<file path="config.mk">
export PLATFORM = sky130hd
export DESIGN_NAME = bp_l15_encoder
export DESIGN_NICKNAME = d
export VERILOG_FILES = /design/src/rtl/bp_l15_pkg.sv /design/src/rtl/bp_l15_req_tracker.sv /design/src/rtl/bp_l15_encoder.sv
export SDC_FILE = /design/constraint.sdc
export NUM_CORES = 1
export LEC_CHECK = 0
export BUFFER_PORTS_ARGS = -buffer_cell sky130_fd_sc_hd__buf_2
export CAP_MARGIN = 20
export CORE_AREA = 2 2 210 212
export DETAILED_ROUTE_END_ITERATION = 16
export DIE_AREA = 0 0 212 214
export PLACE_DENSITY_LB_ADDON = 0.12
export SLEW_MARGIN = 20
export SYNTH_ARGS = -nofsm -noshare
export SYNTH_HDL_FRONTEND = slang
export SYNTH_SLANG_ARGS = --single-unit
</file>
<file path="constraint.sdc">
create_clock -name clk_i -period 3.7 [get_ports clk_i]
set_clock_uncertainty 0.15 [all_clocks]
set_input_delay 0.555 -clock clk_i [delete_from_list [all_inputs] [get_ports clk_i]]
set_output_delay 0.555 -clock clk_i [all_outputs]
set_load 0.005 [all_outputs]
</file>
<file path="src/rtl/bp_l15_pkg.sv">
// Shared types and constants for the BP <- L1.5 response path: return-type
// codes, the nc_size encoding, encoder FSM states and the tracker entry layout.
package bp_l15_pkg;

    localparam logic [3:0] LOAD_RET = 4'h0;
    localparam logic [3:0] ST_ACK   = 4'h4;
    localparam logic [3:0] INV_RET  = 4'h3;
    localparam logic [3:0] INT_RET  = 4'h7;

    localparam int DEFAULT_PADDR_WIDTH   = 40;
    localparam int DEFAULT_PAYLOAD_WIDTH = 22;

    typedef enum logic [1:0] {
        NC_SIZE_1B = 2'd0,
        NC_SIZE_2B = 2'd1,
        NC_SIZE_4B = 2'd2,
        NC_SIZE_8B = 2'd3
    } nc_size_e;

    typedef enum logic {
        READY = 1'b0,
        SEND  = 1'b1
    } enc_state_e;

    // Default-width entry; the encoder builds its own copy at its parameter widths.
    typedef struct packed {
        logic                             store;
        logic [DEFAULT_PADDR_WIDTH-1:0]   addr;
        nc_size_e                         size;
        logic [DEFAULT_PAYLOAD_WIDTH-1:0] payload;
    } tracker_entry_t;

endpackage

</file>
<file path="src/rtl/bp_l15_req_tracker.sv">
// In-order circular FIFO of requests accepted by L1.5, awaiting their return.
// A push while full is ignored unless a pop happens in the same cycle.
module bp_l15_req_tracker
    import bp_l15_pkg::*;
#(
    parameter int  els_p   = 4,
    parameter type entry_t = tracker_entry_t
) (
    input  logic   clk_i,
    input  logic   reset_n_i,
    input  logic   push_i,
    input  entry_t entry_i,
    input  logic   pop_i,
    output logic   full_o,
    output logic   empty_o,
    output entry_t head_o
);

    localparam int                PtrWidth = $clog2(els_p);
    localparam logic [PtrWidth:0] Depth    = (PtrWidth + 1)'(els_p);
    localparam logic [PtrWidth:0] CountOne = (PtrWidth + 1)'(1);
    localparam logic [PtrWidth-1:0] PtrOne = PtrWidth'(1);

    entry_t              entries_q [els_p];
    logic [PtrWidth-1:0] rdPtr_q;
    logic [PtrWidth-1:0] wrPtr_q;
    logic [PtrWidth:0]   count_q;
    logic                doPush;
    logic                doPop;

    assign full_o  = (count_q == Depth);
    assign empty_o = (count_q == '0);
    assign head_o  = entries_q[rdPtr_q];

    // A simultaneous pop frees the slot the push needs, so it is accepted when full.
    assign doPop  = pop_i & ~empty_o;
    assign doPush = push_i & (~full_o | doPop);

    always_ff @(posedge clk_i or negedge reset_n_i) begin
        if (!reset_n_i) begin
            rdPtr_q <= '0;
            wrPtr_q <= '0;
            count_q <= '0;
            for (int i = 0; i < els_p; i++) begin
                entries_q[i] <= '0;
            end
        end else begin
            if (doPush) begin
                entries_q[wrPtr_q] <= entry_i;
                wrPtr_q            <= wrPtr_q + PtrOne;
            end
            if (doPop) begin
                rdPtr_q <= rdPtr_q + PtrOne;
            end
            if (doPush && !doPop) begin
                count_q <= count_q + CountOne;
            end else if (doPop && !doPush) begin
                count_q <= count_q - CountOne;
            end
        end
    end

endmodule

</file>
<file path="src/rtl/bp_l15_encoder.sv">
// Turns L1.5 returns into BlackParrot memory responses: pairs each return with
// the oldest tracked request, aligns load data, and hands one response at a time to BP.
module bp_l15_encoder
    import bp_l15_pkg::*;
#(
    parameter int paddr_width_p       = 40,
    parameter int mem_payload_width_p = 22,
    parameter int els_p               = 4
) (
    input  logic                           clk_i,
    input  logic                           reset_n_i,

    input  logic                           req_v_i,
    input  logic                           req_store_i,
    input  logic [paddr_width_p-1:0]       req_addr_i,
    input  logic [1:0]                     req_size_i,
    input  logic [mem_payload_width_p-1:0] req_payload_i,
    output logic                           req_full_o,

    input  logic                           l15_transducer_val_i,
    input  logic [3:0]                     l15_transducer_returntype_i,
    input  logic [63:0]                    l15_transducer_data_0_i,
    input  logic [63:0]                    l15_transducer_data_1_i,
    output logic                           transducer_l15_req_ack_o,

    output logic                           resp_v_o,
    input  logic                           resp_ready_i,
    output logic                           resp_is_store_o,
    output logic [paddr_width_p-1:0]       resp_addr_o,
    output logic [1:0]                     resp_size_o,
    output logic [mem_payload_width_p-1:0] resp_payload_o,
    output logic [63:0]                    resp_data_o,

    output logic                           error_o
);

    typedef struct packed {
        logic                           store;
        logic [paddr_width_p-1:0]       addr;
        nc_size_e                       size;
        logic [mem_payload_width_p-1:0] payload;
    } entry_t;

    // Return data is big-endian within each 8-byte word; BP wants the addressed
    // bytes little-endian at bit 0, zero-extended beyond the access size.
    function automatic logic [63:0] alignLoad(input logic [3:0]  addrLow,
                                              input nc_size_e    size,
                                              input logic [63:0] data0,
                                              input logic [63:0] data1);
        logic [63:0] word;
        logic [63:0] swapped;
        logic [63:0] shifted;
        logic [63:0] mask;
        word = addrLow[3] ? data1 : data0;
        for (int i = 0; i < 8; i++) begin
            swapped[8*i +: 8] = word[8*(7-i) +: 8];
        end
        shifted = swapped >> {addrLow[2:0], 3'b000};
        case (size)
            NC_SIZE_1B: mask = 64'h0000_0000_0000_00ff;
            NC_SIZE_2B: mask = 64'h0000_0000_0000_ffff;
            NC_SIZE_4B: mask = 64'h0000_0000_ffff_ffff;
            default:    mask = 64'hffff_ffff_ffff_ffff;
        endcase
        return shifted & mask;
    endfunction

    enc_state_e                     state_q;
    logic                           respStore_q;
    logic [paddr_width_p-1:0]       respAddr_q;
    nc_size_e                       respSize_q;
    logic [mem_payload_width_p-1:0] respPayload_q;
    logic [63:0]                    respData_q;
    logic                           error_q;
    logic                           error_d;

    entry_t pushEntry;
    entry_t head;
    logic   trackerFull;
    logic   trackerEmpty;
    logic   pop;
    logic   pushDrop;
    logic   returnMatch;
    logic   returnIgnored;
    logic   badReturn;

    assign pushEntry.store   = req_store_i;
    assign pushEntry.addr    = req_addr_i;
    assign pushEntry.size    = nc_size_e'(req_size_i);
    assign pushEntry.payload = req_payload_i;

    bp_l15_req_tracker #(
        .els_p   (els_p),
        .entry_t (entry_t)
    ) tracker (
        .clk_i     (clk_i),
        .reset_n_i (reset_n_i),
        .push_i    (req_v_i),
        .entry_i   (pushEntry),
        .pop_i     (pop),
        .full_o    (trackerFull),
        .empty_o   (trackerEmpty),
        .head_o    (head)
    );

    assign pop      = (state_q == SEND) & resp_ready_i;
    assign pushDrop = req_v_i & trackerFull & ~pop;

    assign returnMatch   = ~trackerEmpty &
                           (((l15_transducer_returntype_i == LOAD_RET) & ~head.store) |
                            ((l15_transducer_returntype_i == ST_ACK)   &  head.store));
    assign returnIgnored = (l15_transducer_returntype_i == INV_RET) |
                           (l15_transducer_returntype_i == INT_RET);
    assign badReturn     = (state_q == READY) & l15_transducer_val_i &
                           ~returnMatch & ~returnIgnored;

    // Every return is consumed while idle; holding ack low in SEND back-pressures L1.5.
    assign transducer_l15_req_ack_o = reset_n_i & (state_q == READY) & l15_transducer_val_i;

    always_ff @(posedge clk_i or negedge reset_n_i) begin
        if (!reset_n_i) begin
            state_q       <= READY;
            respStore_q   <= 1'b0;
            respAddr_q    <= '0;
            respSize_q    <= NC_SIZE_1B;
            respPayload_q <= '0;
            respData_q    <= '0;
        end else begin
            case (state_q)
                READY: begin
                    if (l15_transducer_val_i && returnMatch) begin
                        state_q       <= SEND;
                        respStore_q   <= head.store;
                        respAddr_q    <= head.addr;
                        respSize_q    <= head.size;
                        respPayload_q <= head.payload;
                        respData_q    <= head.store ? 64'd0 :
                                         alignLoad(head.addr[3:0], head.size,
                                                   l15_transducer_data_0_i,
                                                   l15_transducer_data_1_i);
                    end
                end
                SEND: begin
                    if (resp_ready_i) begin
                        state_q <= READY;
                    end
                end
                default: state_q <= READY;
            endcase
        end
    end

    always_comb begin
        error_d = error_q;
        if (pushDrop || badReturn) begin
            error_d = 1'b1;
        end
    end

    always_ff @(posedge clk_i or negedge reset_n_i) begin
        if (!reset_n_i) begin
            error_q <= 1'b0;
        end else begin
            error_q <= error_d;
        end
    end

    assign req_full_o      = trackerFull;
    assign resp_v_o        = (state_q == SEND);
    assign resp_is_store_o = respStore_q;
    assign resp_addr_o     = respAddr_q;
    assign resp_size_o     = respSize_q;
    assign resp_payload_o  = respPayload_q;
    assign resp_data_o     = respData_q;
    assign error_o         = error_q;

endmodule
</file>
==> metrics.md <==
| Metric | Value |
|---|---|
| P_sw | roughly 7900 µW |
| First-pass GRT wire length | 80000 µm |
| Sequential share of the synthesized area | 52.1% |
| Largest family of logic cells by synthesized area | multiplexers |
| CTS H-Tree Depth | 2 |
| Die area | between 40000 and 50000 µm² |
| Overall Global Routing Usage | a little under a quarter |
| WL met2 | approximately 25000 µm |
| Pwr Density | between 900 and 1000 nW/µm² |
| DRC Markers | 0 |
| Critical path class | flip-flop to flip-flop |
| Total chip power | about 22000 µW |
| Vias per cell | 5.59 |
| CP Capture Type | flip-flop |
| I/O pins | about 340 |
| Mux contribution to synthesized area | 36.4% |
| Netlist Area Pre-Place | about 19000 µm² |
| Combinational share of power | a little under half |
| Cells along the critical path | mux4_2, or4_4, or4_4, or2_1, o21ai_0 |
| Via count | roughly 13000 |
| Ratio of cells with drive above 1 in the final layout | between 40% and 50% |
| Clock slew at reported path FFs | 60 ps |
| Post-CTS setup buffers | 0 |
| Core region area | about 43000 µm² |
| Tcrit/Tclk final | 90.8% |
| Post-Synth Simple-Gate Area | under 10% |
| Slew @ Worst Pin | 975 ps |
| Max layer used | met5 |
| Flop pwr share | around 34% |
| Routed met3 length | 3240 µm |
| Minimum clock period | approximately 3400 ps |
| Dpl hpwl | around 36000 µm |
| Syn Area/Cell | 14.0 µm² |
| Initial antenna violation count | 8 |
| FF+latch count, synth | 398 |
| Most used cell, CP | or4_4 |
| Static Leak | 0.0107 µW |
| TritonCTS buffer count | 44 |
| Grt ovf | 0 |
| Post-cts sizing count | 0 |
| CP top delay family | simple AND/OR/NAND/NOR gates |
| Die Span Y | about 210 µm |
| Buffers on Ports | around 330 |
| Crit path max fanout | 16 |
| Area of the multi-input gates | ~8700 µm² |
| Worst setup SP type | flip-flop |
| Area leader, netlist | dfrtp_1 |
| Required time worst endpoint | approximately 4000 ps |
| Layout Cells excl Fill | between 2000 and 2500 |
| Drt wl/cell | between 20 and 25 µm |
| Syn Nets | between 1500 and 2000 |
| Skew-Pair Late Insertion Delay | 560 ps |
| Initial Util | between 40% and 50% |
| WP data arrival | roughly 3700 ps |
| Pin count of the biggest net entering global routing | between 150 and 200 |
| Clock share of power | roughly a fifth |
| Worst-case clock buffer depth | 3 |
| Critical path's largest stage delay | about 580 ps |
| Filler Cells Inserted | between 3000 and 4000 |
| Nets | 1893 |
| Adder-cell share of the synthesized area | less than 1% |
| RSZ-0062 raised after global routing | false |
| Die Span X | 212 µm |
| Drt pass-1 iters | 5 |
| Critical path buffers and inverters | 0 |
| Clock sinks | slightly below 400 |
| Placer congestion estimate | 0.866 |
| Synth top area share | between 50% and 60% |
| CTS Root Cell | clkbuf_16 |
| Total negative slack | 0 ps |
| Max-cap violations | 0 |
| Final hold viol count | 0 |
| Area Growth Syn to Fin | 20.4% |
| Top post-synthesis cells by area | dfrtp_1 (52%), mux2_2 (20%), mux4_2 (8.5%), mux2i_1 (8.0%), nand2_1 (1.6%) |
| Switching Share | 35.4% |
| # hold bufs at CTS | 1 |
| Status | finished clean |
| # setup viols final | 0 |
| Vias in the first global route | roughly 14000 |
| Relative slew margins | 34.5% |
| Slowest CP cell | mux4_2 |
| VDD IR-drop max | ~0.00054 V |
| CTS tree | done |
| Distinct cells, synth | 47 |
| Post-synthesis xor/xnor area fraction | less than 1% |
| Synth async-reset ratio | 100% |
| Post-synth EDFFs | 0 |
| Drt total wl | approximately 52000 µm |
| Final Max Tran Viols | 0 |
| Drt initial violations | roughly 660 |
| Post-DRT Antenna Nets | 0 |
| Register Area | roughly 10000 µm² |
| Internal | approximately 14000 µW |
| M1 wire length | 22000 µm |
| Post-Place Cells | ~2200 |
| Synth Instances | roughly 1400 |
| Row cnt | 76 |
| Hold crit path type | primary input to flip-flop |
| Synth Area in Compound Gates | under 10% |
| Main synth FF type | dfrtp_1 |
| YS warnings | 0 |
| Fmax | between 200 and 300 MHz |
[cell usage in the layout (no fill, tap or decap), types with 25 or more instances in the layout]
cell type	synthesis	layout
buf_2	14	333
buf_4	0	27
clkbuf_16	0	45
dfrtp_1	398	396
mux2_2	337	337
mux2i_1	152	152
mux4_2	72	71
nand2_1	83	78
nand3_1	25	25
o21ai_0	40	40
[cells by family (layout without fill, tap and decap cells)]
| family | after synthesis | after routing |
|---|---|---|
| flip-flops | 398 | 398 |
| multiplexers | 562 | 562 |
| XOR/XNOR | 7 | 7 |
| AO/OA/AOI/OAI | 129 | 129 |
| other | 0 | 2 |
| adder cells (fa/ha/maj) | 6 | 6 |
| AND/OR/NAND/NOR | 149 | 149 |
| buffers and inverters | 116 | 469 |
[through the flow]
| stage | instance area, µm² | worst slack [ps] | hold WS, ps | util [%] |
|---|---|---|---|---|
| after floorplan | 19100 | 711 | 109 | - |
| after global placement | 21500 | 449 | 298 | 50.2 |
| after detailed placement | 21500 | 362 | 296 | 50.2 |
| after CTS | 23000 | 352 | 6.77 | 53.6 |
| after global routing | 23000 | 266 | 26.1 | 53.6 |
| final | 23000 | 342 | 34.6 | 53.6 |
[layer usage]
layer  up-vias  track usage [%]
li1       5735                -
met1      6654             30.1
met2       396             37.4
met3       112             4.81
met4         4             9.37
met5         -                0
[flip-flops by register name, summed over array words and instances (netlist names)]
register           count
tracker.entries_q    260
resp_data_o           64
resp_addr_o           40
resp_payload_o        22
tracker.count_q        3
resp_size_o            2
tracker.rdPtr_q        2
tracker.wrPtr_q        2
error_o                1
resp_is_store_o        1
resp_v_o               1
[final timing paths]
check	start	end	slack, ps	depth (start not counted)
worst max register to register	tracker.rdPtr_q[0]	resp_data_o[35]	340	5
worst min-delay path	resp_ready_i	resp_v_o	30	2
worst max-delay path	tracker.rdPtr_q[0]	resp_data_o[35]	340	5
min in group asynchronous	reset_n_i	resp_data_o[4]	310	2
max in group asynchronous	reset_n_i	tracker.entries_q[171]	1930	3
worst min register to register	resp_data_o[40]	resp_data_o[40]	330	2
[worst register-to-register path: cells and delay by family, from the launching register on]
| kind | cells | cell delay, ps |
|---|---|---|
| and+or+nand+nor | 3 | 1690 |
| AOI/OAI and AO/OA | 1 | 330 |
| muxes | 1 | 580 |
| DFF | 1 | 500 |
[power groups by stage]
stage	combinational [µW]	sequential (µW)	clock, µW
4_1_cts	10500	7500	4500
2_1_floorplan	7540	7220	0
5_1_grt	11200	7740	4690
3_3_place_gp	10300	7450	0
3_5_place_dp	10400	7560	0
6_report	10400	7500	4370
[synthesized netlist by cell type (5+ instances only)]
library cell / n
a211oi_1: 5
a21oi_1: 6
a22o_1: 8
a22oi_1: 24
a32oi_1: 12
buf_1: 12
buf_2: 14
buf_6: 5
clkbuf_1: 68
dfrtp_1: 398
ha_1: 5
inv_1: 17
mux2_2: 337
mux2i_1: 152
mux4_2: 72
nand2_1: 83
nand3_1: 25
nor2_1: 8
nor3_1: 13
o211ai_1: 8
o21ai_0: 40
o21ai_1: 8
xnor2_1: 5
[final cells by class]
| class | instances | share of cell area (%) |
|---|---|---|
| inverter | 17 | 0.277 |
| timing repair buffer | 371 | 9.02 |
| multi-input combinational | 853 | 37.9 |
| sequential | 398 | 43.3 |
| clock inverter | 11 | 0.642 |
| clock buffer | 70 | 5.65 |
| tap | 585 | 3.18 |
| antenna | 2 | 0.0218 |
No activity file was read; power rests on OpenSTA's default activity.
